[src/rtl/fp32_pkg.sv]
// Shared FP32 definitions: field positions, constants and the sequential-unit FSM states.
package fp32_pkg;
  localparam int SIGN     = 31;
  localparam int EXP_MSB  = 30;
  localparam int EXP_LSB  = 23;
  localparam int MANT_MSB = 22;
  localparam int MANT_LSB = 0;

  localparam int          BIAS      = 127;
  localparam int          MANT_W    = 24;
  localparam logic [7:0]  EXP_MAX   = 8'hFF;
  localparam logic [31:0] FP32_ZERO = 32'h0000_0000;

  typedef struct packed {
    logic        sign;
    logic [7:0]  exp;
    logic [22:0] mant;
  } fp32_t;

  typedef enum logic [1:0] {IDLE, MULT, NORM, DONE} fsm_state_t;
endpackage

[src/rtl/mant_mul_seq.sv]
// Sequential shift-add multiplier: one multiplier bit per cycle, done pulses after W steps.
module mant_mul_seq
  import fp32_pkg::*;
#(
  parameter int W = MANT_W
) (
  input  logic           clk,
  input  logic           rst,
  input  logic           start,
  input  logic [W-1:0]   a,
  input  logic [W-1:0]   b,
  output logic           done,
  output logic [2*W-1:0] prod
);
  localparam int CW = $clog2(W);

  logic [W-1:0]  mcand, acc_hi, mplier;
  logic [CW-1:0] cnt;
  logic          run;
  logic [W:0]    sum;

  assign sum  = {1'b0, acc_hi} + (mplier[0] ? {1'b0, mcand} : '0);
  // Consumed multiplier bits are replaced by low product bits as the pair shifts right.
  assign prod = {acc_hi, mplier};

  always_ff @(posedge clk) begin
    if (rst) begin
      mcand  <= '0;
      acc_hi <= '0;
      mplier <= '0;
      cnt    <= '0;
      run    <= 1'b0;
      done   <= 1'b0;
    end else begin
      done <= 1'b0;
      if (start) begin
        mcand  <= a;
        mplier <= b;
        acc_hi <= '0;
        cnt    <= '0;
        run    <= 1'b1;
      end else if (run) begin
        acc_hi <= sum[W:1];
        mplier <= {sum[0], mplier[W-1:1]};
        cnt    <= cnt + 1'b1;
        if (cnt == CW'(W-1)) begin
          run  <= 1'b0;
          done <= 1'b1;
        end
      end
    end
  end
endmodule

[src/rtl/multiplication_fp_seq.sv]
// Multi-cycle FP32 multiplier (truncating, flush-to-zero, saturating) feeding the Q-update adder.
module multiplication_fp_seq
  import fp32_pkg::*;
#(
  parameter int BIAS   = fp32_pkg::BIAS,
  parameter int MANT_W = fp32_pkg::MANT_W
) (
  input  logic        clk,
  input  logic        rst,
  input  logic [31:0] InA,
  input  logic [31:0] InB,
  input  logic        valid_in,
  output logic        busy,
  output logic [31:0] Product,
  output logic        valid_out
);
  fsm_state_t state, state_nxt;
  fp32_t      a, b;
  logic       accept;
  logic       sign_r, zero_r;
  logic signed [9:0] esum_r, e_adj;
  logic [2*MANT_W-1:0] p;
  logic       mul_done;
  logic [22:0] mant;
  logic [31:0] result;
  logic       unused_lsb;

  assign a = InA;
  assign b = InB;
  assign accept = valid_in && (state == IDLE || state == DONE);

  mant_mul_seq #(.W(MANT_W)) u_core (
    .clk   (clk),
    .rst   (rst),
    .start (accept),
    .a     ({1'b1, a.mant}),
    .b     ({1'b1, b.mant}),
    .done  (mul_done),
    .prod  (p)
  );

  // A product of two 1.x mantissas lies in [1,4): bit 47 selects the extra exponent step.
  assign mant       = p[47] ? p[46:24] : p[45:23];
  assign e_adj      = esum_r - 10'(BIAS) + {9'd0, p[47]};
  assign unused_lsb = ^p[22:0];

  always_comb begin
    result = {sign_r, EXP_MAX, 23'd0};
    if (zero_r)                result = {sign_r, 31'd0};
    else if (e_adj >= 10'sd255) result = {sign_r, EXP_MAX, 23'd0};
    else if (e_adj <= 10'sd0)   result = {sign_r, 31'd0};
    else                        result = {sign_r, e_adj[7:0], mant};
  end

  always_ff @(posedge clk) begin
    if (rst) begin
      state   <= IDLE;
      sign_r  <= 1'b0;
      zero_r  <= 1'b0;
      esum_r  <= '0;
      Product <= FP32_ZERO;
    end else begin
      state <= state_nxt;
      if (accept) begin
        sign_r <= a.sign ^ b.sign;
        zero_r <= (a.exp == 8'd0) || (b.exp == 8'd0);
        esum_r <= $signed({2'b00, a.exp}) + $signed({2'b00, b.exp});
      end
      if (state == NORM) Product <= result;
    end
  end

  always_comb begin
    state_nxt = state;
    busy      = 1'b0;
    valid_out = 1'b0;
    case (state)
      IDLE: if (valid_in) state_nxt = MULT;
      MULT: begin
        busy = 1'b1;
        if (mul_done) state_nxt = NORM;
      end
      NORM: begin
        busy      = 1'b1;
        state_nxt = DONE;
      end
      DONE: begin
        valid_out = 1'b1;
        state_nxt = valid_in ? MULT : IDLE;
      end
      default: state_nxt = IDLE;
    endcase
  end
endmodule

[config.mk]
export PLATFORM = sky130hd
export DESIGN_NAME = multiplication_fp_seq
export DESIGN_NICKNAME = d
export VERILOG_FILES = /design/src/rtl/fp32_pkg.sv /design/src/rtl/mant_mul_seq.sv /design/src/rtl/multiplication_fp_seq.sv
export SDC_FILE = /design/constraint.sdc
export NUM_CORES = 1
export LEC_CHECK = 0
export ABC_AREA = 0
export CAP_MARGIN = 20
export CORE_MARGIN = 8
export CORE_UTILIZATION = 45
export CTS_CLUSTER_SIZE = 24
export DETAILED_ROUTE_END_ITERATION = 10
export GPL_TIMING_DRIVEN = 0
export PLACE_DENSITY = 0.8
export SYNTH_ARGS = -nofsm -noshare
export SYNTH_HDL_FRONTEND = slang
export SYNTH_SLANG_ARGS = --single-unit
[constraint.sdc]
create_clock -name clk -period 2.4 [get_ports clk]
set_input_delay 0.48 -clock clk [delete_from_list [all_inputs] [get_ports clk]]
set_output_delay 0.48 -clock clk [all_outputs]
set_load 0.005 [all_outputs]
## Word-level counts from Yosys, hierarchy flattened

Index checks and enable logic that the tools add are counted.

| word-level totals | value |
|---|---|
| bits in registers | 125 |
| output and inout bits | 34 |

| cells by class | value |
|---|---|
| muxes and demuxes | 17 |
| reductions and logical operators | 11 |
| $add $sub $neg | 5 |
| equality and inequality tests | 6 |
| bitwise gates (word level) | 2 |
| $lt $le $gt $ge | 2 |

Operators with widths:

| cell | number |
|---|---|
| two-way mux 31 bit | 3 |
| two-way mux 24 bit | 3 |
| adder 24 x 25 -> 25 bit | 1 |
| two-way mux 23 bit | 1 |
| zero test 8 bit | 2 |
| adder 10 x 1 -> 10 bit | 1 |
| greater-or-equal comparator 10 x 9 -> 1 bit, second input constant | 1 |
| less-or-equal comparator 10 x 1 -> 1 bit, second input constant | 1 |
| subtractor 10 x 7 -> 10 bit, second input constant | 1 |
| adder 8 x 8 -> 9 bit | 1 |
| case mux 2 bit (4 select lines) | 1 |
| two-way mux 1 bit | 7 |
| adder 5 x 1 -> 5 bit, second input constant | 1 |
| equality test 5 bit, second input constant | 1 |
| equality test 2 bit, second input constant | 2 |
| two-way mux 2 bit | 2 |
| OR reduction 2 bit | 2 |
| OR reduction 3 bit | 1 |
| equality test 2 x 1 -> 1 bit, second input constant | 1 |
| zero test 2 bit | 1 |
| logical OR 1 bit | 2 |
| inequality test 2 x 1 -> 1 bit, second input constant | 1 |
| inequality test 2 bit, second input constant | 1 |
| AND reduction 2 bit | 1 |
| other kinds (4) | 4 |

## Logic depth before layout (Yosys ltp)

| logic depth | value |
|---|---|
| depth in word-level cells | 6 |
| depth in mapped cells | 13 |

## Cells and area by module

Synthesis repeated with hierarchy kept, for this count alone.

| unflattened totals | value |
|---|---|
| cell total of the unflattened synthesis | 803 |
| area, all modules | 7160.6 um^2 |

Modules (own cells, without submodules):

| module | area each (um^2) | cells each | instances | sequential area each (um^2) |
|---|---|---|---|---|
| mant_mul_seq | 4394.2 | 513 | 1 | 1581.5 |
| multiplication_fp_seq | 2766.4 | 290 | 1 | 900.9 |

## Worst setup path after synthesis

Ideal clock, no wire load.

| timing path | value |
|---|---|
| path type | flip-flop to flip-flop |
| start | reg u_core.acc_hi[23] |
| end | reg Product[0] |
| clock period less this slack | 2.654 ns |
| setup slack | -0.254 ns |
| cell stages (with the launch flop) | 14 |
| arrival time | 2.539 ns |
| cells stage by stage | dfxtp_1 > clkbuf_1 > inv_1 > ha_1 > inv_1 > ha_1 > nand3_4 > nor2_1 > xor2_1 > or4_1 > o31ai_4 > or2_4 > buf_6 > o21ai_2 |

| between the ends | value |
|---|---|
| word-level cells in the longest chain between the ends | 5 |
| elaborated cells on any way between the ends | 7 |
| those cells by class | add/sub (1); order compare (2); mux (4) |

RTL lines:

| item | RTL line | text |
|---|---|---|
| start: declaration | mant_mul_seq.sv:17 | `logic [W-1:0] mcand, acc_hi, mplier;` |
| start signal: assignment | mant_mul_seq.sv:43 | `acc_hi <= sum[W:1];` |
| adder 10 x 1 -> 10 bit | multiplication_fp_seq.sv:44 | `assign e_adj = esum_r - 10'(BIAS) + {9'd0, p[47]};` |
| less-or-equal comparator 10 x 1 -> 1 bit | multiplication_fp_seq.sv:51 | `else if (e_adj <= 10'sd0) result = {sign_r, 31'd0};` |
| two-way mux 31 bit | multiplication_fp_seq.sv:51 |  |
| two-way mux 31 bit (*) | multiplication_fp_seq.sv:50 | `else if (e_adj >= 10'sd255) result = {sign_r, EXP_MAX, 23'd0};` |
| two-way mux 31 bit (*) | multiplication_fp_seq.sv:49 | `if (zero_r) result = {sign_r, 31'd0};` |
| end signal: assignment | multiplication_fp_seq.sv:69 | `if (state == NORM) Product <= result;` |
| end: declaration | multiplication_fp_seq.sv:14 | `output logic [31:0] Product,` |

Mark *: on every way between the ends. The rest lies on a longest branch, timed or not.
A chain may end at the register's enable or synchronous reset.

## Final worst setup path

| timing path | value |
|---|---|
| start | reg u_core.acc_hi[23] |
| end | reg Product[10] |

The elaborated chain is that of the path after synthesis.

==> reports/qor.txt <==
pwr dens: 831.9 nW/um^2
diode count: 0
first-pass GRT wire length: 32,070 microns
fin nets: 1,091
Yosys Warn Count: 0
status: finished, violations left
routed vias/inst: 5.692
critical path class: reg2reg
ys async rst share: 0
Max Buffers Root-to-Sink: 2
top_reg_cell synth: dfxtp_1
FP Rows: 45
clock root buffer: clkbuf_16
CORE AREA: 15,150 sq um
TritonRoute pass-1 iters: 5
fmax: 393.5 MHz
register area: 2487 sq um
GPL Wtd Cong: 0.9360
number of remaining DRC errors: 0
crit path DAT: 2.85 ns
CTS tree: done
minimum clock period: 2.541 ns
hpwl dp: 13,830 microns
vias: 6,734
Worst slew margin: 0.4445
setup slack, reg-to-reg: -0.14 ns
CTS buffer count: 17
vias in the first global route: 6,564
initial antenna violation count: 0
Final setup viols: 31
RSZ-0062 raised after global routing: yes
most frequent cells in the layout: 122 x dfxtp_1, 114 x nand2_1, 100 x clkdlybuf4s50_1
Ports: 101
Chip Height: 140.1 microns
clk slew on worst S/H paths: 0.06 ns
global route overflow: 0
DRC marker count from the first detailed-route iteration: 611
Clock Latency Late Sink: 0.43 ns
CP endpoint kind: register
Final Power: 8086 uW
number of flops mapped to enable cells by yosys: 0
Slew Limit Fails: 0
Data required, critical path: 2.71 ns
final hold violation count: 0
failing checks: negative setup slack
Synth Instances: 825
die area: 19,630 sq um
fin crit share: 1.059
layout cells sized above 1: 0.1980
DIE WIDTH: 140.1 microns
Routed Antenna Nets: 0
PortBufs: 100
synthesized area per cell: 8.399 sq um
Yosys reg bits: 124
setup ws final: -0.1410 ns
Initial Utilization: 0.4575
drt total wl: 21,450 microns
WL per Instance: 18.14 microns
top fanout value on the critical path: 5
area of the multi-input gates: 4698 sq um
Cell Area, Synth: 6929 sq um
commonest non-fill, non-tap cell in the layout: dfxtp_1
post-synthesis sequential area ratio: 0.3583
CP Launch Type: register
Worst Tran Pin Value: 0.8332 ns
HP Class: reg2reg
final core occ: 0.6418
worst vdd ir: 0.5475 mV
CTS H-Tree Depth: 4
largest net degree at the start of global routing: 17
Leak Pwr: 0.003680 uW
Yosys cell types: 67
P&R area growth vs syn: 40.29%
Tot GR Track Use: 0.2019
FILL cells: 1,177
clock sinks: 124
Final Skew: 0.01056 ns
Synthesized Nets: 934
number of max-cap violations: 0
CTS Hold Bufs: 0
==> logic make-up (layout without fill, tap and decap cells) <==
logic type | count (synthesis) | in the layout | share of synthesized area
DFF | 124 | 124 | 0.3583
and+or+nand+nor | 295 | 295 | 0.2003
AOI/OAI and AO/OA | 209 | 209 | 0.2012
xor gates and xnor gates | 26 | 26 | 0.03395
muxes | 59 | 59 | 0.08523
buffers and inverters | 70 | 240 | 0.04315
adders and majority gates | 42 | 42 | 0.07801
==> path summary, 6_finish.rpt <==
kind	from	endpoint	cells after the start
worst max register to register	u_core.acc_hi[23]	Product[10]	13
worst min register to register	Product[24]	Product[24]	2
worst min-delay path	Product[24]	Product[24]	2
worst max-delay path	u_core.acc_hi[23]	Product[10]	13
==> metal layers <==
metal,global-route usage,wire (microns)
met1,0.2348,8843
met5,0,0
met4,0.09371,884
met3,0.06150,1527
met2,0.3351,10200
==> cells in the mapped netlist, drive strengths merged, types with 6 or more instances <==
| cell type | number | area share |
|---|---|---|
| and3 | 6 | 0.0054 |
| nand3 | 19 | 0.016 |
| inv | 23 | 0.012 |
| nor4 | 6 | 0.0054 |
| and2 | 24 | 0.022 |
| nand2 | 121 | 0.066 |
| a211oi | 35 | 0.038 |
| buf | 11 | 0.011 |
| mux2i | 59 | 0.085 |
| nor3 | 11 | 0.0079 |
| clkbuf | 35 | 0.019 |
| o21ai | 50 | 0.047 |
| xor2 | 10 | 0.013 |
| ha | 40 | 0.072 |
| o211ai | 9 | 0.0098 |
| o21a | 7 | 0.0076 |
| xnor2 | 16 | 0.021 |
| nor2 | 72 | 0.040 |
| a21o | 12 | 0.013 |
| dfxtp | 124 | 0.36 |
| a31oi | 6 | 0.0054 |
| a21oi | 63 | 0.046 |
| or3 | 6 | 0.0054 |
==> worst max-delay path, cell delays in order, from the launching register on <==
cell and delay, ns:
dfxtp_2 0.36, inv_4 0.05, ha_4 0.16, inv_2 0.06, ha_4 0.15, nand3_4 0.08
nor2_4 0.12, xor2_2 0.08, or4_4 0.56, o31ai_4 0.28, or2_4 0.24, buf_6 0.13
buf_16 0.11, o21ai_2 0.04
==> flip-flops by register name, summed over array words and instances (netlist names) <==
| register | flops |
|---|---|
| zero_r | 1 |
| u_core.mplier | 24 |
| u_core.run | 1 |
| u_core.mcand | 24 |
| u_core.cnt | 5 |
| esum_r | 9 |
| u_core.acc_hi | 24 |
| state | 2 |
| sign_r | 1 |
| u_core.done | 1 |
| Product | 32 |
==> metrics by stage <==
step | hold slack [ns] | instance area, sq um | TNS, ns | cells | worst slack, ns
after floorplan | 0.4317 | 6972 | 0 | 825 | 0.001254
after global placement | 0.4267 | 8208 | -9.643 | 1113 | -0.4174
after detailed placement | 0.4330 | 8208 | -12.27 | 1113 | -0.4749
after CTS | 0.4408 | 9329 | -0.2713 | 1161 | -0.04026
after global routing | 0.4631 | 9721 | -4.153 | 1183 | -0.1978
final | 0.4389 | 9721 | -2.286 | 1183 | -0.1410
==> power by group <==
part | switching [uW] | internal [uW] | total (uW)
clock | 954 | 1690 | 2640
combinational | 1550 | 1150 | 2700
sequential | 291 | 2450 | 2740
total | 2800 | 5290 | 8090
==> cell type report <==
class | count | area share
multi-input combinational | 631 | 0.4833
sequential | 124 | 0.2559
timing repair buffer | 143 | 0.1429
clock buffer | 22 | 0.04775
tap | 188 | 0.02420
buffer | 41 | 0.02201
clock inverter | 10 | 0.01442
inverter | 24 | 0.009525
==> timing repair <==
action | CTS | global route
setup buffers | 16 | 25
gates resized for setup | 67 | 68
pin swaps | 22 | 66
endpoints found under the setup margin | 41 | 44
gates cloned | 2 | 1
(Power assumes the default switching activity.)
